### config.mk
export PLATFORM = sky130hd
export DESIGN_NAME = keypad_scan_engine
export DESIGN_NICKNAME = d
export VERILOG_FILES = /design/src/rtl/keypad_scan_engine_pkg.sv /design/src/rtl/keypad_scan_engine_row_sync.sv /design/src/rtl/keypad_scan_engine.sv
export SDC_FILE = /design/constraint.sdc
export NUM_CORES = 1
export LEC_CHECK = 0
export ABC_CLOCK_PERIOD_IN_PS = 5300
export CAP_MARGIN = 25
export CORE_MARGIN = 2
export CORE_UTILIZATION = 45
export CTS_CLUSTER_DIAMETER = 150
export DETAILED_ROUTE_END_ITERATION = 7
export MAX_ROUTING_LAYER = met4
export PLACE_DENSITY = 0.61
export SKIP_LAST_GASP = 1
export SLEW_MARGIN = 10
export SYNTH_ARGS = -nofsm -noshare
export SYNTH_HDL_FRONTEND = slang
export SYNTH_SLANG_ARGS = --single-unit
### constraint.sdc
create_clock -name clk -period 5.3 [get_ports clk]
set_clock_uncertainty 0.1 [all_clocks]
set_input_delay 1.325 -clock clk [delete_from_list [all_inputs] [get_ports clk]]
set_output_delay 1.325 -clock clk [all_outputs]
set_load 0.02 [all_outputs]
### src/rtl/keypad_scan_engine_pkg.sv
// Shared types, default timing and width helpers for the keypad scan engine.
// Default timing assumes the ~10 kHz LSOSC clock: 200 cycles is about 20 ms.
package keypad_pkg;

  typedef enum logic [1:0] {
    SCAN     = 2'd0,
    PRESS_DB = 2'd1,
    HELD     = 2'd2,
    REL_DB   = 2'd3
  } scan_state_t;

  localparam int DEF_SCAN_DWELL      = 16;
  localparam int DEF_DEBOUNCE_CYCLES = 200;
  localparam int DEF_REPEAT_DELAY    = 5000;
  localparam int DEF_REPEAT_PERIOD   = 1000;

  // Bits needed to hold 0..n-1, never less than one.
  function automatic int cnt_width(input int n);
    return (n > 1) ? $clog2(n) : 1;
  endfunction

  function automatic int code_width(input int rows, input int cols);
    return cnt_width(rows * cols);
  endfunction

endpackage

### src/rtl/keypad_scan_engine_row_sync.sv
// Two-flop synchroniser for the asynchronous active-low row inputs.
// Resets to all ones so the rows read as released straight out of reset.
module row_sync #(
  parameter int W = 4
) (
  input  logic         clk,
  input  logic         nrst,
  input  logic [W-1:0] d,
  output logic [W-1:0] q
);

  logic [W-1:0] meta;

  always_ff @(posedge clk or negedge nrst) begin
    if (!nrst) begin
      meta <= '1;
      q    <= '1;
    end else begin
      meta <= d;
      q    <= meta;
    end
  end

endmodule

### src/rtl/keypad_scan_engine.sv
// Column-scanning keypad front end: press/release debounce, single-key lock,
// one-cycle key events with a linear key code and optional auto-repeat.
module keypad_scan_engine
  import keypad_pkg::*;
#(
  parameter int ROWS            = 4,
  parameter int COLS            = 4,
  parameter int SCAN_DWELL      = DEF_SCAN_DWELL,
  parameter int DEBOUNCE_CYCLES = DEF_DEBOUNCE_CYCLES,
  parameter int REPEAT_DELAY    = DEF_REPEAT_DELAY,
  parameter int REPEAT_PERIOD   = DEF_REPEAT_PERIOD,
  parameter int CODE_W          = code_width(ROWS, COLS)
) (
  input  logic              clk,
  input  logic              nrst,
  input  logic [ROWS-1:0]   row_n,
  input  logic              repeat_en,
  output logic [COLS-1:0]   col_n,
  output logic [CODE_W-1:0] key_code,
  output logic              key_valid,
  output logic              key_held,
  output scan_state_t       dbg_state
);

  localparam logic [1:0] ST_SCAN     = SCAN;
  localparam logic [1:0] ST_PRESS_DB = PRESS_DB;
  localparam logic [1:0] ST_HELD     = HELD;
  localparam logic [1:0] ST_REL_DB   = REL_DB;

  localparam int CW = cnt_width(COLS);
  localparam int RW = cnt_width(ROWS);
  localparam int DW = cnt_width(SCAN_DWELL);
  localparam int BW = cnt_width(DEBOUNCE_CYCLES);
  localparam int PW = cnt_width((REPEAT_DELAY > REPEAT_PERIOD) ? REPEAT_DELAY : REPEAT_PERIOD);

  localparam logic [CW-1:0] COL_LAST    = CW'(COLS - 1);
  localparam logic [DW-1:0] DWELL_LAST  = DW'(SCAN_DWELL - 1);
  localparam logic [BW-1:0] DB_LAST     = BW'(DEBOUNCE_CYCLES - 1);
  localparam logic [PW-1:0] DELAY_LAST  = PW'(REPEAT_DELAY - 1);
  localparam logic [PW-1:0] PERIOD_LAST = PW'(REPEAT_PERIOD - 1);
  localparam logic [PW-1:0] REP_MAX     = '1;

  // key_valid is a single-cycle strobe with no back-pressure: the consumer must
  // take it on the cycle it is high; key_code is stable from that cycle until
  // the next accepted press.
  logic [1:0]        state;
  logic [CW-1:0]     col;
  logic [CW-1:0]     col_nxt;
  logic [DW-1:0]     dwell;
  logic [RW-1:0]     row_lat;
  logic [RW-1:0]     low_row;
  logic [BW-1:0]     db_cnt;
  logic [PW-1:0]     rep_cnt;
  logic              rep_armed;
  logic [ROWS-1:0]   row_sync_n;
  logic [ROWS-1:0]   rows;
  logic              row_hit;
  logic [CODE_W-1:0] accept_code;

  row_sync #(.W(ROWS)) u_row_sync (
    .clk  (clk),
    .nrst (nrst),
    .d    (row_n),
    .q    (row_sync_n)
  );

  assign rows        = ~row_sync_n;
  assign row_hit     = rows[row_lat];
  assign col_nxt     = (col == COL_LAST) ? '0 : col + CW'(1);
  assign col_n       = ~(COLS'(1) << col);
  assign accept_code = CODE_W'(row_lat) * CODE_W'(COLS) + CODE_W'(col);
  assign dbg_state   = scan_state_t'(state);

  // Lowest-indexed active row wins when several keys share the scanned column.
  always_comb begin
    low_row = '0;
    for (int r = ROWS - 1; r >= 0; r--) begin
      if (rows[r]) low_row = RW'(r);
    end
  end

  always_ff @(posedge clk or negedge nrst) begin
    if (!nrst) begin
      state     <= ST_SCAN;
      col       <= '0;
      dwell     <= '0;
      row_lat   <= '0;
      db_cnt    <= '0;
      rep_cnt   <= '0;
      rep_armed <= 1'b0;
      key_code  <= '0;
      key_valid <= 1'b0;
      key_held  <= 1'b0;
    end else begin
      key_valid <= 1'b0;
      case (state)
        ST_SCAN: begin
          if (dwell == DWELL_LAST) begin
            dwell <= '0;
            if (|rows) begin
              row_lat <= low_row;
              db_cnt  <= '0;
              state   <= ST_PRESS_DB;
            end else begin
              col <= col_nxt;
            end
          end else begin
            dwell <= dwell + DW'(1);
          end
        end
        ST_PRESS_DB: begin
          if (!row_hit) begin
            db_cnt <= '0;
            col    <= col_nxt;
            state  <= ST_SCAN;
          end else if (db_cnt == DB_LAST) begin
            key_valid <= 1'b1;
            key_code  <= accept_code;
            key_held  <= 1'b1;
            db_cnt    <= '0;
            rep_cnt   <= '0;
            rep_armed <= 1'b0;
            state     <= ST_HELD;
          end else begin
            db_cnt <= db_cnt + BW'(1);
          end
        end
        ST_HELD: begin
          // rep_cnt measures up to the first repeat, then between repeats.
          if (!row_hit) begin
            db_cnt <= '0;
            state  <= ST_REL_DB;
          end else if (!repeat_en) begin
            rep_cnt   <= '0;
            rep_armed <= 1'b0;
          end else if (rep_cnt == (rep_armed ? PERIOD_LAST : DELAY_LAST)) begin
            key_valid <= 1'b1;
            rep_cnt   <= '0;
            rep_armed <= 1'b1;
          end else if (rep_cnt != REP_MAX) begin
            rep_cnt <= rep_cnt + PW'(1);
          end
        end
        ST_REL_DB: begin
          // The repeat counter is left untouched so a bounce resumes it.
          if (row_hit) begin
            state <= ST_HELD;
          end else if (db_cnt == DB_LAST) begin
            db_cnt   <= '0;
            key_held <= 1'b0;
            col      <= col_nxt;
            state    <= ST_SCAN;
          end else begin
            db_cnt <= db_cnt + BW'(1);
          end
        end
        default: state <= ST_SCAN;
      endcase
    end
  end

endmodule

---- Yosys cells after proc, flatten, opt, wreduce, memory -nomap -nowiden ----
Index checks and enable logic that the tools add are counted.
storage, ports and cells
  input bits .............................. 7
  register bits ........................... 46
operators by class
  shifts and indexed selects .............. 1
  add/sub/neg operators ................... 5
  bitwise operators ....................... 2
  reductions and logical operators ........ 13
  muxes and demuxes ....................... 53
  $lt $le $gt $ge ......................... 1
  equal/unequal tests ..................... 22
operators with widths
  kind                                                              count
  13-bit 2-to-1 mux                                                 7
  8-bit 2-to-1 mux                                                  6
  2-bit 2-to-1 mux                                                  17
  8-bit case mux with 4 select lines                                1
  13-bit case mux with 2 select lines                               1
  2-bit != test (second input constant)                             10
  5-bit AND reduction                                               4
  1-bit 2-to-1 mux                                                  14
  13-bit by 1-bit adder with 13-bit output (second input constant)  1
  13-bit equality test                                              1
  13-bit != test (second input constant)                            1
  3-bit != test (second input constant)                             3
  8-bit by 1-bit adder with 8-bit output (second input constant)    1
  8-bit equality test (second input constant)                       1
  4-bit inverter                                                    2
  2-bit case mux with 4 select lines                                1
  2-bit equality test (second input constant)                       3
  1-bit case mux with 2 select lines                                3
  2-bit case mux with 3 select lines                                1
  3-bit AND reduction                                               2
  6-bit AND reduction                                               1
  4-bit by 1-bit adder with 4-bit output (second input constant)    1
  4-bit by 2-bit adder with 4-bit output                            1
  4-bit equality test (second input constant)                       1
  other kinds (12)                                                  13

---- Logic depth before layout (Yosys ltp) ----
Gate-level depths: netlist (run 1).
  word-level depth ........................ 6
  gate-level depth with buffers ........... 8

---- Modules after synthesis ----
Synthesis (run 1) repeated with hierarchy kept, for this count alone.
unflattened totals
  cell total of the unflattened synthesis .. 244
  area total of the unflattened synthesis .. 2499.9 µm²
modules (own cells, without submodules)
  module              area each (µm²)  seq. area each (µm²)  cells an instance  times used
  keypad_scan_engine  2289.7           950.9                 236                1
  row_sync            210.2            210.2                 8                  1

---- Worst setup path before layout (run 1) ----
OpenSTA, ideal clock, no wires.
  kind .................................... input port to flip-flop
  start ................................... input port repeat_en
  end ..................................... register rep_cnt[4]
  cell stages on the path ................. 5
  library setup time ...................... 92 ps
  data arrival time ....................... 2304 ps
  data required time ...................... 5108 ps
  path slack .............................. 2804 ps
  cells stage by stage .................... and2_1 > or2b_1 > or2_4 > buf_12 > o31ai_2
on the way
  longest elaborated chain between the ends .. 3
  elaborated cells on any way between the ends .. 5
RTL lines
  element                              RTL line                   text
  start: declaration                   keypad_scan_engine.sv:17   input logic repeat_en,
  13-bit 2-to-1 mux                    keypad_scan_engine.sv:133  end else if (!repeat_en) begin
  13-bit 2-to-1 mux                    keypad_scan_engine.sv:130  if (!row_hit) begin
  13-bit case mux with 2 select lines  keypad_scan_engine.sv:96   case (state)
  end signal: assignment               keypad_scan_engine.sv:141  rep_cnt <= rep_cnt + PW'(1);
  end: declaration                     keypad_scan_engine.sv:53   logic [PW-1:0] rep_cnt;
Several ways; a longest one is shown, not always the timed one. The select of a mux whose other input is x is not followed.
A chain may end at the register's enable or synchronous reset.

---- Final worst setup path (run 1) ----
  start ................................... register col[0]
  end ..................................... output port col_n[0]
on the way
  longest elaborated chain between the ends .. 2
RTL lines
  element                                      RTL line                   text
  start: declaration                           keypad_scan_engine.sv:47   logic [CW-1:0] col;
  start signal: assignment                     keypad_scan_engine.sv:105  col <= col_nxt;
  start signal: assignment                     keypad_scan_engine.sv:114  col <= col_nxt;
  start signal: assignment                     keypad_scan_engine.sv:151  col <= col_nxt;
  1-bit by 2-bit << shifter with 4-bit output  keypad_scan_engine.sv:70   assign col_n = ~(COLS'(1) << col);
  4-bit inverter                               keypad_scan_engine.sv:70
  end: declaration                             keypad_scan_engine.sv:18   output logic [COLS-1:0] col_n,
No other way between the ends.

==> results by stage, run 1 <==
Timing:
- Summed over all failing endpoints, the final setup total negative slack is 0 ns.
- Setup repair after global routing left no endpoint under its margin.
- The final critical path takes up around 58% of the cycle.
- The hold violation count in the final report is 0.
- The total of endpoints with negative setup slack in the final report is 0.
- The final number of max-transition violations is 0.
- Measured against its own limit, the worst slew margin works out to 57.9%.
- For the pin with the worst max-slew slack, the measured transition is around 0.63 ns.
- Derived from the worst setup path, the maximum achievable clock frequency is 0.327 GHz.
- The clock period minus worst slack is 3.06 ns.

Critical path:
- The critical path crosses 4 cells after its start point.
- Of all nets on the critical path, the largest fanout is 6.
- The worst setup path is captured at an output port.
- STA puts the critical path data required time at slightly below 4 ns.
- The signal on the critical path passes through inv_1, ha_1, inv_1, clkdlybuf4s50_1.
- The slowest stage of the critical path belongs to the cell sky130_fd_sc_hd__clkdlybuf4s50_1.
- The arrival time at the worst endpoint is 1.64 ns.
- The largest single stage delay on the critical path is 0.59 ns.
- On the critical path the largest part of the delay comes from buffers and inverters.
- The path type of the worst setup path is reg2out.
- For the worst flop-to-flop path, the logic depth is 6.
- The worst setup path is launched from a register.
- Together, buffers and inverters on the worst path number 3.
- In this design, the critical path's most frequently occurring cell is sky130_fd_sc_hd__inv_1.

Routing:
- Once detail routing completed, the nets flagged for antenna violations numbered 0.
- After detailed routing, the average wire length per cell comes to approximately 14 um.
- The first-pass iteration count of the detailed router is 4.
- The met2 wire length is 2180 um.
- After detailed routing, the total wire length is 4720 um.
- For this run, design rule violations remaining after detail routing come to 0.
- For this block, wires on met1 add up to 2390 um.
- The post-detailed-route via-to-cell ratio is 5.49.
- The amount of wire on met3 after detailed routing is 116 um.
- The highest metal layer carrying signal wires in the routed design is met4.
- For this block, the initial DRC count from the detailed router was 67.
- The total via count after detailed routing is 1832.

Min path:
- The worst hold path passes through 0 cells.
- In this run the worst hold path is classified as reg2reg.

Global route:
- The number of antenna violations at the first check in global routing is 0.
- The total global-route track usage is 17.1%.
- Summed over all layers, the global routing overflow is 0.
- The first global-routing pass estimated 8270 um of wire.
- The via count of the first global-routing pass is 1741.
- Entering global routing, the biggest net connects 47 pins.

Cells and area:
- In the final design database the tool counted 280 nets.
- Fill cells in the final layout number 516.
- Compared with the post-synthesis result, the final layout area differs by 14.7%.
- The count of placed standard cells in the final layout, fillers left out is 334.
- The share of post-route cells with drive strength above 1 is between 15 and 20%.
- In the layout the commonest cells are sky130_fd_sc_hd__dfrtp_1 (38), sky130_fd_sc_hd__nand2_1 (19), sky130_fd_sc_hd__clkdlybuf4s50_1 (17), sky130_fd_sc_hd__inv_1 (16), sky130_fd_sc_hd__o21ai_0 (15).
- The repair_antennas step left the layout with diodes totalling 0.
- The library cell used most frequently in the layout, excluding fill and tap cells, is sky130_fd_sc_hd__dfrtp_1.

Die:
- 19 I/O pins were placed.
- The height of the die is 79.1 um.
- In this run the horizontal extent of the chip is ~80 um.
- The full die area is 0.00626 sq mm.
- The total area inside the core boundary comes to 0.00547 sq mm.
- The floorplan has 27 rows.
- The initial utilization of the core area, before any placement, comes to 46.4%.

Job:
- The number of violations of the max-capacitance limit is 0.

Clocking:
- The post-cts resize count is 0.
- The number of hold buffers added after cts is 0.
- The number of clock buffers added by TritonCTS is 5.
- The H-tree was split into 2 levels.
- The number of buffers on the longest clock path is 2.
- The number of setup buffers added after CTS is 0.
- The buffer cell driving the clock tree root is sky130_fd_sc_hd__clkbuf_8.
- The clock transition at the registers of the reported paths is 0.09 ns.
- TritonCTS built the clock tree.
- The clock latency on the worst-skew pair is 0.29 ns.
- The number of clock sinks seen by CTS is 46.

Pwr:
- The leakage power is 0.00119 uW.
- The power density of the placed cells is around 440 mW/mm^2.
- Across the VDD grid, the largest voltage drop is 0.282 mV.

Placement:
- In this run, placement finished with an instance count of 325.
- The HPWL after detailed placement is approximately 3400 um.
- At the end of routability-driven placement, the weighted congestion stood at ~0.81.
- The total of buffers placed on input and output ports is 18.

Synth:
- The area fraction in compound gates after synthesis is a little under a fifth.
- The synthesized netlist cell count is 240.
- The cell taking the most area after synthesis is sky130_fd_sc_hd__dfrtp_1.
- The most used flip-flop cell after synthesis is sky130_fd_sc_hd__dfrtp_1.
- The multiplexer share of the synthesized area is a little over 5%.
- The synthesized netlist devotes 5.91% of its cell area to adder and majority cells.
- After synthesis the cells add up to 0.00254 sq mm.
- The distinct cell type count of the synthesized netlist is 54.
- The xor/xnor share of the synthesized area is less than 1%.
- For this run, the number of Yosys warnings is 0.
- In the post-synthesis netlist, the biggest area contributors are sky130_fd_sc_hd__dfrtp_1 (37%), sky130_fd_sc_hd__dfstp_2 (8.3%), sky130_fd_sc_hd__ha_1 (5.9%).
- The dominant combinational cell family by area after synthesis is simple AND/OR/NAND/NOR gates.
- After synthesis the netlist holds a flip-flop and latch count of 46.
- The net count after synthesis is 259.
- Summed over its instances, the top area cell type makes up 37.4% of the synthesized netlist area.
- The basic-gate share of the synthesized area counting and, or, nand and nor cells is 19.5%.
- Of all flip-flops after synthesis, the portion carrying an async set or reset was 100%.
- The number of enable flip-flop cells after synthesis is 0.
- The post-synthesis area per instance is 10.6 sq um.
- The sequential area share after synthesis is 45.7%.

Status:
- The flow ran to the end, and the final reports show no timing, DRC or antenna violations.
## power by group
group | internal (uW) | leakage [uW] | total (uW) | switching (uW)
clock | 189 | 0.0000683 | 309 | 120
combinational | 217 | 0.000531 | 489 | 272
sequential | 421 | 0.000592 | 493 | 72.5
## cell usage after synthesis (2+ instances only)
master                      instances
sky130_fd_sc_hd__dfrtp_1           38
sky130_fd_sc_hd__buf_6              2
sky130_fd_sc_hd__o21ai_2            3
sky130_fd_sc_hd__o211ai_1           2
sky130_fd_sc_hd__nand2b_1           5
sky130_fd_sc_hd__mux2_2             5
sky130_fd_sc_hd__and2_1             3
sky130_fd_sc_hd__nor2_1            13
sky130_fd_sc_hd__nor3b_1            2
sky130_fd_sc_hd__o31ai_2            3
sky130_fd_sc_hd__o22ai_1            3
sky130_fd_sc_hd__o31ai_1            3
sky130_fd_sc_hd__o21ai_0           15
sky130_fd_sc_hd__inv_1             16
sky130_fd_sc_hd__dfstp_2            8
sky130_fd_sc_hd__mux2_1             2
sky130_fd_sc_hd__nand4_1            7
sky130_fd_sc_hd__nor3_1             8
sky130_fd_sc_hd__o2bb2ai_1          2
sky130_fd_sc_hd__nand3_1           11
sky130_fd_sc_hd__o21ai_1            4
sky130_fd_sc_hd__or4_1              2
sky130_fd_sc_hd__nand2_1           19
sky130_fd_sc_hd__o22ai_2            3
sky130_fd_sc_hd__clkbuf_1           2
sky130_fd_sc_hd__or4b_4             2
sky130_fd_sc_hd__mux2i_1            3
sky130_fd_sc_hd__and3_1             5
sky130_fd_sc_hd__a21oi_1           13
sky130_fd_sc_hd__ha_1              12
## state kept, by name, indices dropped and copies added (netlist names), named ones only
name	count
col	2
db_cnt	8
dbg_state	1
dwell	4
key_code	4
key_held	1
key_valid	1
rep_armed	1
rep_cnt	13
row_lat	2
u_row_sync.meta	4
u_row_sync.q	4
## routing by layer
metal / global-route usage [%] / vias to the layer above
met3: 3.41 / 5
met4: 4.14 / 0
met5: - / -
met1: 23.1 / 885
met2: 26.7 / 17
li1: - / 925
## kinds of logic after synthesis
group                      after synthesis
xor gates and xnor gates                 1
AOI/OAI and AO/OA                       61
DFF                                     46
muxes                                   11
adders and majority gates               12
buffers and inverters                   22
and+or+nand+nor                         87
## worst paths after layout
kind / from / end / slack, ns
worst max-delay path: col[0]$_DFFE_PN0P_ / col_n[0] / 2.24
worst min-delay path: u_row_sync.meta[1]$_DFF_PN1_ / u_row_sync.q[1]$_DFF_PN1_ / 0.26
worst max register to register: rep_cnt[0]$_DFFE_PN0P_ / rep_cnt[11]$_DFFE_PN0P_ / 2.65
worst min register to register: u_row_sync.meta[1]$_DFF_PN1_ / u_row_sync.q[1]$_DFF_PN1_ / 0.26
max in group asynchronous: nrst / row_lat[1]$_DFFE_PN0P_ / 3.72
min in group asynchronous: nrst / row_lat[0]$_DFFE_PN0P_ / 0.88
## per-stage QoR
stage               util (%)  total power, uW  hold WS, ns  area (sq um)  setup slack [ns]
floorplan                  -              854        0.245          2540              2.80
global route            53.2             1390        0.264          2910              2.15
CTS                     52.9             1310        0.261          2890              2.22
finish                  53.2             1290        0.259          2910              2.24
detailed placement      50.4              994        0.247          2760              1.97
global placement        50.4              983        0.246          2760              2.00
## cell type report
type,count,area [sq um],area share [%]
multi-input combinational,172,1270,43.5
tap,72,90.1,3.09
clock inverter,3,68.8,2.36
clock buffer,5,68.8,2.36
timing repair buffer,19,195,6.70
sequential,46,1160,39.8
inverter,17,63.8,2.19
Power figures use the tool's default switching activity.
==> run 2, diff against run 1 <==
Settings changed: ABC_CLOCK_PERIOD_IN_PS 5300 to 2800, PLACE_DENSITY 0.61 to 0.63.
Clock period 5.3 ns to 2.8 ns, I/O delays scaled along.
==> results by stage, run 2 (synthesis gave the netlist of run 1 again) <==
Global route:
- The largest net degree at the start of global routing is 29 (-38%).
- The total global-route track usage was 18.4% (+1.3 points).
- The via count of the first global-routing pass came to 1808 (+3.8%).
- The global route total overflow was 0 (unchanged).
- The number of antenna violations at the first check in global routing is 0 (unchanged).
- The first-pass GRT wire length is 8710 um (+5.3%).

Clocking:
- The number of clock buffers inserted by TritonCTS came to 5 (unchanged).
- The level count of the clock H-tree is 2 (unchanged).
- The number of setup buffers added after CTS was 0 (unchanged).
- The clock latency on the worst-skew pair came to 0.31 ns (+0.02 ns).
- The buffer cell driving the clock tree root is sky130_fd_sc_hd__clkbuf_8.
- The number of clock sinks seen by CTS was 46 (unchanged).
- The number of hold buffers added after cts was 0 (unchanged).
- TritonCTS built the clock tree.
- The number of buffers on the longest clock path is 2 (unchanged).
- The post-cts resize count was 0 (unchanged).
- The clock transition at the registers of the reported paths was 0.09 ns (about the same).

Timing:
- The setup TNS was 0 ns (unchanged).
- The final clock period utilization by the worst path is 87.8%.
- The slew at the pin closest to its max-slew limit is 0.613 ns (-0.0131 ns).
- The total of endpoints with negative setup slack in the final report was 0 (unchanged).
- The worst slew margin relative to its limit was 58.8% (+0.88 points).
- The final number of max-transition violations was 0 (unchanged).
- The final worst setup slack was 0.340 ns (-1.90 ns).
- The hold violation count in the final report came to 0 (unchanged).
- The clock period could shrink to 2.46 ns.
- Timing would allow up to 0.407 GHz.
- Setup repair after global routing left no endpoint under its margin.

Critical path:
- The required arrival time at the worst endpoint is 2.00 ns (-1.88 ns).
- The worst setup path is launched from a register.
- The sum of buffers and inverters on the critical path is 3 (unchanged).
- The path type of the worst setup path is reg2out.
- STA classifies the critical path endpoint as an output port.
- The arrival time at the worst endpoint came to 1.66 ns (+0.02 ns).
- The largest individual stage delay along the critical path comes from the cell sky130_fd_sc_hd__clkdlybuf4s50_1.
- The slack of the worst reg-to-reg path was 0.45 ns (-2.20 ns).
- The maximum fanout encountered on the critical timing path is 6 (unchanged).
- Traced cell by cell, the critical path runs through inv_1, ha_1, inv_1, clkdlybuf4s50_1.
- The delay of the slowest critical-path stage is 0.59 ns (about the same).
- The launch point of the worst path is col[0]$_DFFE_PN0P_.
- Among cell families on the critical path, the largest total delay comes from buffers and inverters.
- Counting stages on the worst path, the most repeated cell is sky130_fd_sc_hd__inv_1.
- In this run the critical register-to-register path is launched from rep_cnt[0]$_DFFE_PN0P_.

Pwr:
- The power density of the placed cells is 828 mW/mm^2 (+87%).
- The leakage power was 0.00120 uW (+0.53%).
- The maximum ir drop on the vdd rail is 0.567 mV (+100%).

Die:
- The count of pins on the block boundary is 19 (unchanged).
- The die extent in x came to 79.1 um (unchanged).
- The full die area is 0.00626 sq mm (unchanged).
- The height of the die is 79.1 um (unchanged).
- The floorplan row count came to 27 (unchanged).
- The effective utilization at floorplan is 46.4% (unchanged).
- The standard cell core area came to 0.00547 sq mm (unchanged).

Cells and area:
- The multi-input combinational cell area came to 0.00127 sq mm (unchanged).
- The final core utilization is 53.4% (+0.16 points).
- The register with the most flip-flops is rep_cnt.
- The share of post-route cells with drive strength above 1 is 19.0% (+1.9 points).
- The storage element area was 0.00116 sq mm (unchanged).
- The number of flip-flops under the largest register name was 13 (unchanged).
- The antenna diode count was 0 (unchanged).
- The area added between synthesis and finish is 15.0%.
- Leaving out fill and tap cells, the most frequent cell in the layout is sky130_fd_sc_hd__dfrtp_1.
- The number of filler cells placed in the layout is 516 (unchanged).
- The largest registers in the layout are rep_cnt (13), db_cnt (8).
- The number of nets in the final layout came to 286 (+2.1%).
- The library cells used most frequently in the layout, excluding fill and tap cells, are sky130_fd_sc_hd__dfrtp_1 (38), sky130_fd_sc_hd__nand2_1 (19), sky130_fd_sc_hd__clkdlybuf4s50_1 (17), sky130_fd_sc_hd__inv_1 (16), sky130_fd_sc_hd__o21ai_0 (15).

Status:
- The flow ran to the end, and the final reports show no timing, DRC or antenna violations.

Routing:
- The total via count after detailed routing is 1879 (+2.6%).
- The DRC violation total after the first TritonRoute iteration is 87 (+30%).
- The first-pass iteration count of the detailed router is 4 (unchanged).
- The sum of routed wire length over all layers is 5030 um (+6.4%).
- The post-detailed-route via-to-cell ratio is 5.53 (+0.76%).
- The routed length per instance was 14.8 um (+4.5%).
- The number of design rule violations left after detail routing is 0 (unchanged).
- The number of antenna-violating nets in the routed design came to 0 (unchanged).

Job:
- The number of violations of the max-capacitance limit was 0 (unchanged).

Min path:
- In this run the worst hold path is classified as reg2reg.
- The start point of the worst min-delay path is u_row_sync.meta[0]$_DFF_PN1_.

Placement:
- The total of buffers placed on input and output ports is 18 (unchanged).
- The post-place setup slack was 0.375 ns (-1.60 ns).
- The half-perimeter wire length after placement came to 3620 um (+7.6%).
- The final RePlAce weighted congestion is 0.828 (+1.9%).
==> run 2: cell types whose count changed in the layout (fill, tap and decap cells not counted), sizes merged <==
| cell | change |
|---|---|
| clkinvlp | +2 |
| buf | +6 |
| clkinv | -1 |
| bufinv | -1 |
==> run 2: metrics by stage <==
stage | instances | hold WS, ns | power, uW | area (sq um)
3_3_place_gp | 332 | 0.246 | 1890 | 2810
2_1_floorplan | 240 | 0.245 | 1620 | 2540
3_5_place_dp | 332 | 0.247 | 1920 | 2810
4_1_cts | 340 | 0.261 | 2430 | 2920
6_report | 340 | 0.259 | 2420 | 2920
5_1_grt | 340 | 0.266 | 2600 | 2920
==> run 2: path summary, 6_finish.rpt <==
path                                        endpoint  cells past startpoint
min reg2reg                u_row_sync.q[0]$_DFF_PN1_                      0
min                        u_row_sync.q[0]$_DFF_PN1_                      0
min in group asynchronous    key_code[1]$_DFFE_PN0P_                      1
max                                         col_n[0]                      4
max in group asynchronous   dbg_state[0]$_DFFE_PN0P_                      2
max reg2reg                   rep_cnt[4]$_DFFE_PN0P_                      7
==> run 2: where the power goes <==
group | switching (uW) | leakage, uW | internal, uW
clock | 248 | 0.0000504 | 266
sequential | 150 | 0.000592 | 797
combinational | 529 | 0.000555 | 431
==> run 2: per-layer routing <==
layer	part of all wire [%]	global-route usage (%)	vias to the layer above	routed length, um
li1	-	-	932	-
met2	46	28.3	23	2300
met5	0	-	-	0
met3	2.4	3.52	8	119
met1	50	23.8	916	2510
met4	1.9	7.76	0	97
==> run 2: cell type report <==
class | instances | share of cell area [%]
tap | 72 | 3.08
inverter | 17 | 2.18
clock buffer | 5 | 2.35
timing repair buffer | 25 | 7.79
clock inverter | 3 | 1.54
multi-input combinational | 172 | 43.3
sequential | 46 | 39.7
==> run 3, diff against run 2 <==
Settings changed: CAP_MARGIN 25 to 20, CORE_MARGIN 2 to unset.
==> results by stage, run 3 (synthesis gave the netlist of run 1 again) <==
Placement:
- The half-perimeter wire length after placement came to 3500 um (-3.2%).
- The post-place setup slack is 0.339 ns (-0.0363 ns).
- The final RePlAce weighted congestion is 0.847 (+2.3%).
- The total placed instance area is 0.00281 sq mm (about the same).
- The total of buffers placed on input and output ports came to 18 (unchanged).

Job:
- The number of violations of the max-capacitance limit is 0 (unchanged).

Global route:
- The via count of the first global-routing pass is 1829 (+1.2%).
- The largest net degree at the start of global routing is 18 (-38%).
- The first-pass GRT wire length is 8420 um (-3.4%).
- The total global-route track usage was 18.3% (-0.094 points).
- The number of antenna violations at the first check in global routing is 0 (unchanged).
- The global route total overflow is 0 (unchanged).

Die:
- The count of pins on the block boundary is 19 (unchanged).
- The height of the die is 77.1 um (-2.5%).
- The standard cell core area is 0.00527 sq mm (-3.7%).
- The effective utilization at floorplan is 48.2% (+1.8 points).
- The full die area is 0.00595 sq mm (-5.0%).
- The floorplan row count is 26 (-3.7%).
- The die extent in x is 77.1 um (-2.5%).

Clocking:
- The clock tree from TritonCTS is done.
- The number of clock buffers inserted by TritonCTS is 5 (unchanged).
- The clock latency on the worst-skew pair was 0.30 ns (about the same).
- The clock transition at the registers of the reported paths is 0.09 ns (about the same).
- The number of setup buffers added after CTS is 0 (unchanged).
- The number of clock sinks seen by CTS is 46 (unchanged).
- The number of hold buffers added after cts is 0 (unchanged).
- The level count of the clock H-tree came to 2 (unchanged).
- The post-cts resize count is 0 (unchanged).
- The root buffer cell chosen for the clock tree is sky130_fd_sc_hd__clkbuf_8.
- The number of buffers on the longest clock path is 2 (unchanged).

Critical path:
- The required arrival time at the worst endpoint is 2.00 ns (about the same).
- The worst reg2reg path depth is 7 (unchanged).
- The path type of the worst setup path is reg2out.
- The maximum fanout encountered on the critical timing path was 6 (unchanged).
- The nature of the critical path endpoint is an output port.
- The capturing point of the worst reg2reg path is rep_cnt[5]$_DFFE_PN0P_.
- The arrival time at the worst endpoint is 1.64 ns (-0.02 ns).
- The type of origin of the critical path is a register.
- The slack of the worst reg-to-reg path is 0.38 ns (-0.07 ns).

Timing:
- The final clock period utilization by the worst path is 87.0% (-0.85 points).
- The slew at the pin closest to its max-slew limit came to 0.639 ns (+0.0262 ns).
- The setup TNS is 0 ns (unchanged).
- The total of endpoints with negative setup slack in the final report was 0 (unchanged).
- The final hold slack is 0.203 ns (-0.0560 ns).
- The hold violation count in the final report was 0 (unchanged).
- Setup repair after global routing left no endpoint under its margin.
- The final number of max-transition violations is 0 (unchanged).
- The clock period minus worst slack is 2.44 ns (-0.0239 ns).
- The highest clock frequency the design can meet is 0.411 GHz (+0.98%).
- The final worst setup slack came to 0.364 ns (+0.0239 ns).
- The worst slew margin relative to its limit came to 57.0% (-1.8 points).

Routing:
- The sum of routed wire length over all layers is 4730 um (-5.9%).
- The DRC violation total after the first TritonRoute iteration is 96 (+10%).
- The post-detailed-route via-to-cell ratio is 5.60 (+1.3%).
- The first-pass iteration count of the detailed router is 4 (unchanged).
- The total via count after detailed routing came to 1892 (+0.69%).
- The routed length per instance was 14.0 um (-5.3%).
- The number of antenna-violating nets in the routed design is 0 (unchanged).
- The number of design rule violations left after detail routing is 0 (unchanged).

Pwr:
- The clock network power share was 20.6% (-0.6 points).
- The internal power is 1500 uW (+0.13%).
- The maximum ir drop on the vdd rail is 0.447 mV (-21%).
- The power density of the placed cells is 817 mW/mm^2 (-1.3%).
- The switching share of power is 37.2% (-1.1 points).
- The share of total power in combinational logic was 39.9% (+0.2 points).
- The register share of total power is 39.5% (+0.4 points).
- The leakage power is 0.00121 uW (+0.64%).
- The power spent charging and discharging nets is 887 uW (-4.3%).

Cells and area:
- The top cell types in the final layout, fill and taps aside, are sky130_fd_sc_hd__dfrtp_1 (38), sky130_fd_sc_hd__nand2_1 (19), sky130_fd_sc_hd__clkdlybuf4s50_1 (17), sky130_fd_sc_hd__inv_1 (16), sky130_fd_sc_hd__o21ai_0 (15).
- The area added between synthesis and finish is 14.7%.
- The share of post-route cells with drive strength above 1 is 19.0% (unchanged).
- The post-route cell area is 0.00292 sq mm (-0.26%).
- The number of flip-flops under the largest register name came to 13 (unchanged).
- The largest registers in the layout are rep_cnt (13), db_cnt (8).
- The antenna diode count is 0 (unchanged).
- Leaving out fill and tap cells, the most frequent cell in the layout is sky130_fd_sc_hd__dfrtp_1.
- More flip-flops sit in one register than any other, and that register is rep_cnt.
- The number of nets in the final layout is 286 (unchanged).
- The final core utilization is 55.3% (+1.9 points).

Min path:
- The class of the tightest hold or removal check is in2async.

Status:
- The run finished with clean final reports.
-- run 3: cell count changes in the layout (fill, tap and decap cells not counted), sizes merged --
cell      change
clkinvlp      -2
clkinv        +2
-- run 3: how the worst max path moves through the flow --
stage / from / to / slack (ns) / cells after the start
finish: col[0]$_DFFE_PN0P_ / col_n[0] / 0.36 / 4
global route: db_cnt[0]$_DFFE_PN0P_ / key_code[2]$_DFFE_PN0P_ / 0.20 / 5
CTS: col[0]$_DFFE_PN0P_ / col_n[0] / 0.34 / 4
detailed placement: repeat_en / rep_cnt[5]$_DFFE_PN0P_ / 0.34 / 5
global placement: repeat_en / rep_cnt[5]$_DFFE_PN0P_ / 0.39 / 5
floorplan: register / rep_cnt[6]$_DFFE_PN0P_ / 0.46 / 8
-- run 3: layout make-up --
type / instances / area [sq um]
repair buffers: 25 / 228
well taps: 70 / 87.6
clock inverters: 3 / 40.0
clock buffers: 5 / 68.8
flip-flops and latches: 46 / 1160
fillers: 485 / 2350
multi-input cells: 172 / 1270
inverters: 17 / 63.8
-- run 3: worst max-delay path, stage by stage (launching register included) --
cell,delay (ns)
sky130_fd_sc_hd__dfrtp_1,0.43
sky130_fd_sc_hd__inv_1,0.08
sky130_fd_sc_hd__ha_1,0.19
sky130_fd_sc_hd__inv_1,0.04
sky130_fd_sc_hd__clkdlybuf4s50_1,0.59
-- run 3: per-layer routing --
layer	vias to the layer above	wire, um	GRT usage [%]
met2	47	2150	27.4
li1	931	-	-
met3	9	207	3.45
met5	-	0	-
met1	905	2300	24.4
met4	0	67	7.17
-- run 3: per-stage QoR --
step                std cells  power [uW]
floorplan                 240        1620
detailed placement        330        1910
finish                    338        2380
global route              338        2570
global placement          330        1900
CTS                       338        2400
-- run 3: power groups by stage --
| stage | Clock (uW) | Combinational, uW | Sequential, uW |
|---|---|---|---|
| floorplan | 0 | 684 | 933 |
| global placement | 0 | 951 | 946 |
| detailed placement | 0 | 957 | 950 |
| CTS | 503 | 960 | 939 |
| global route | 530 | 1070 | 962 |
| finish | 491 | 951 | 940 |
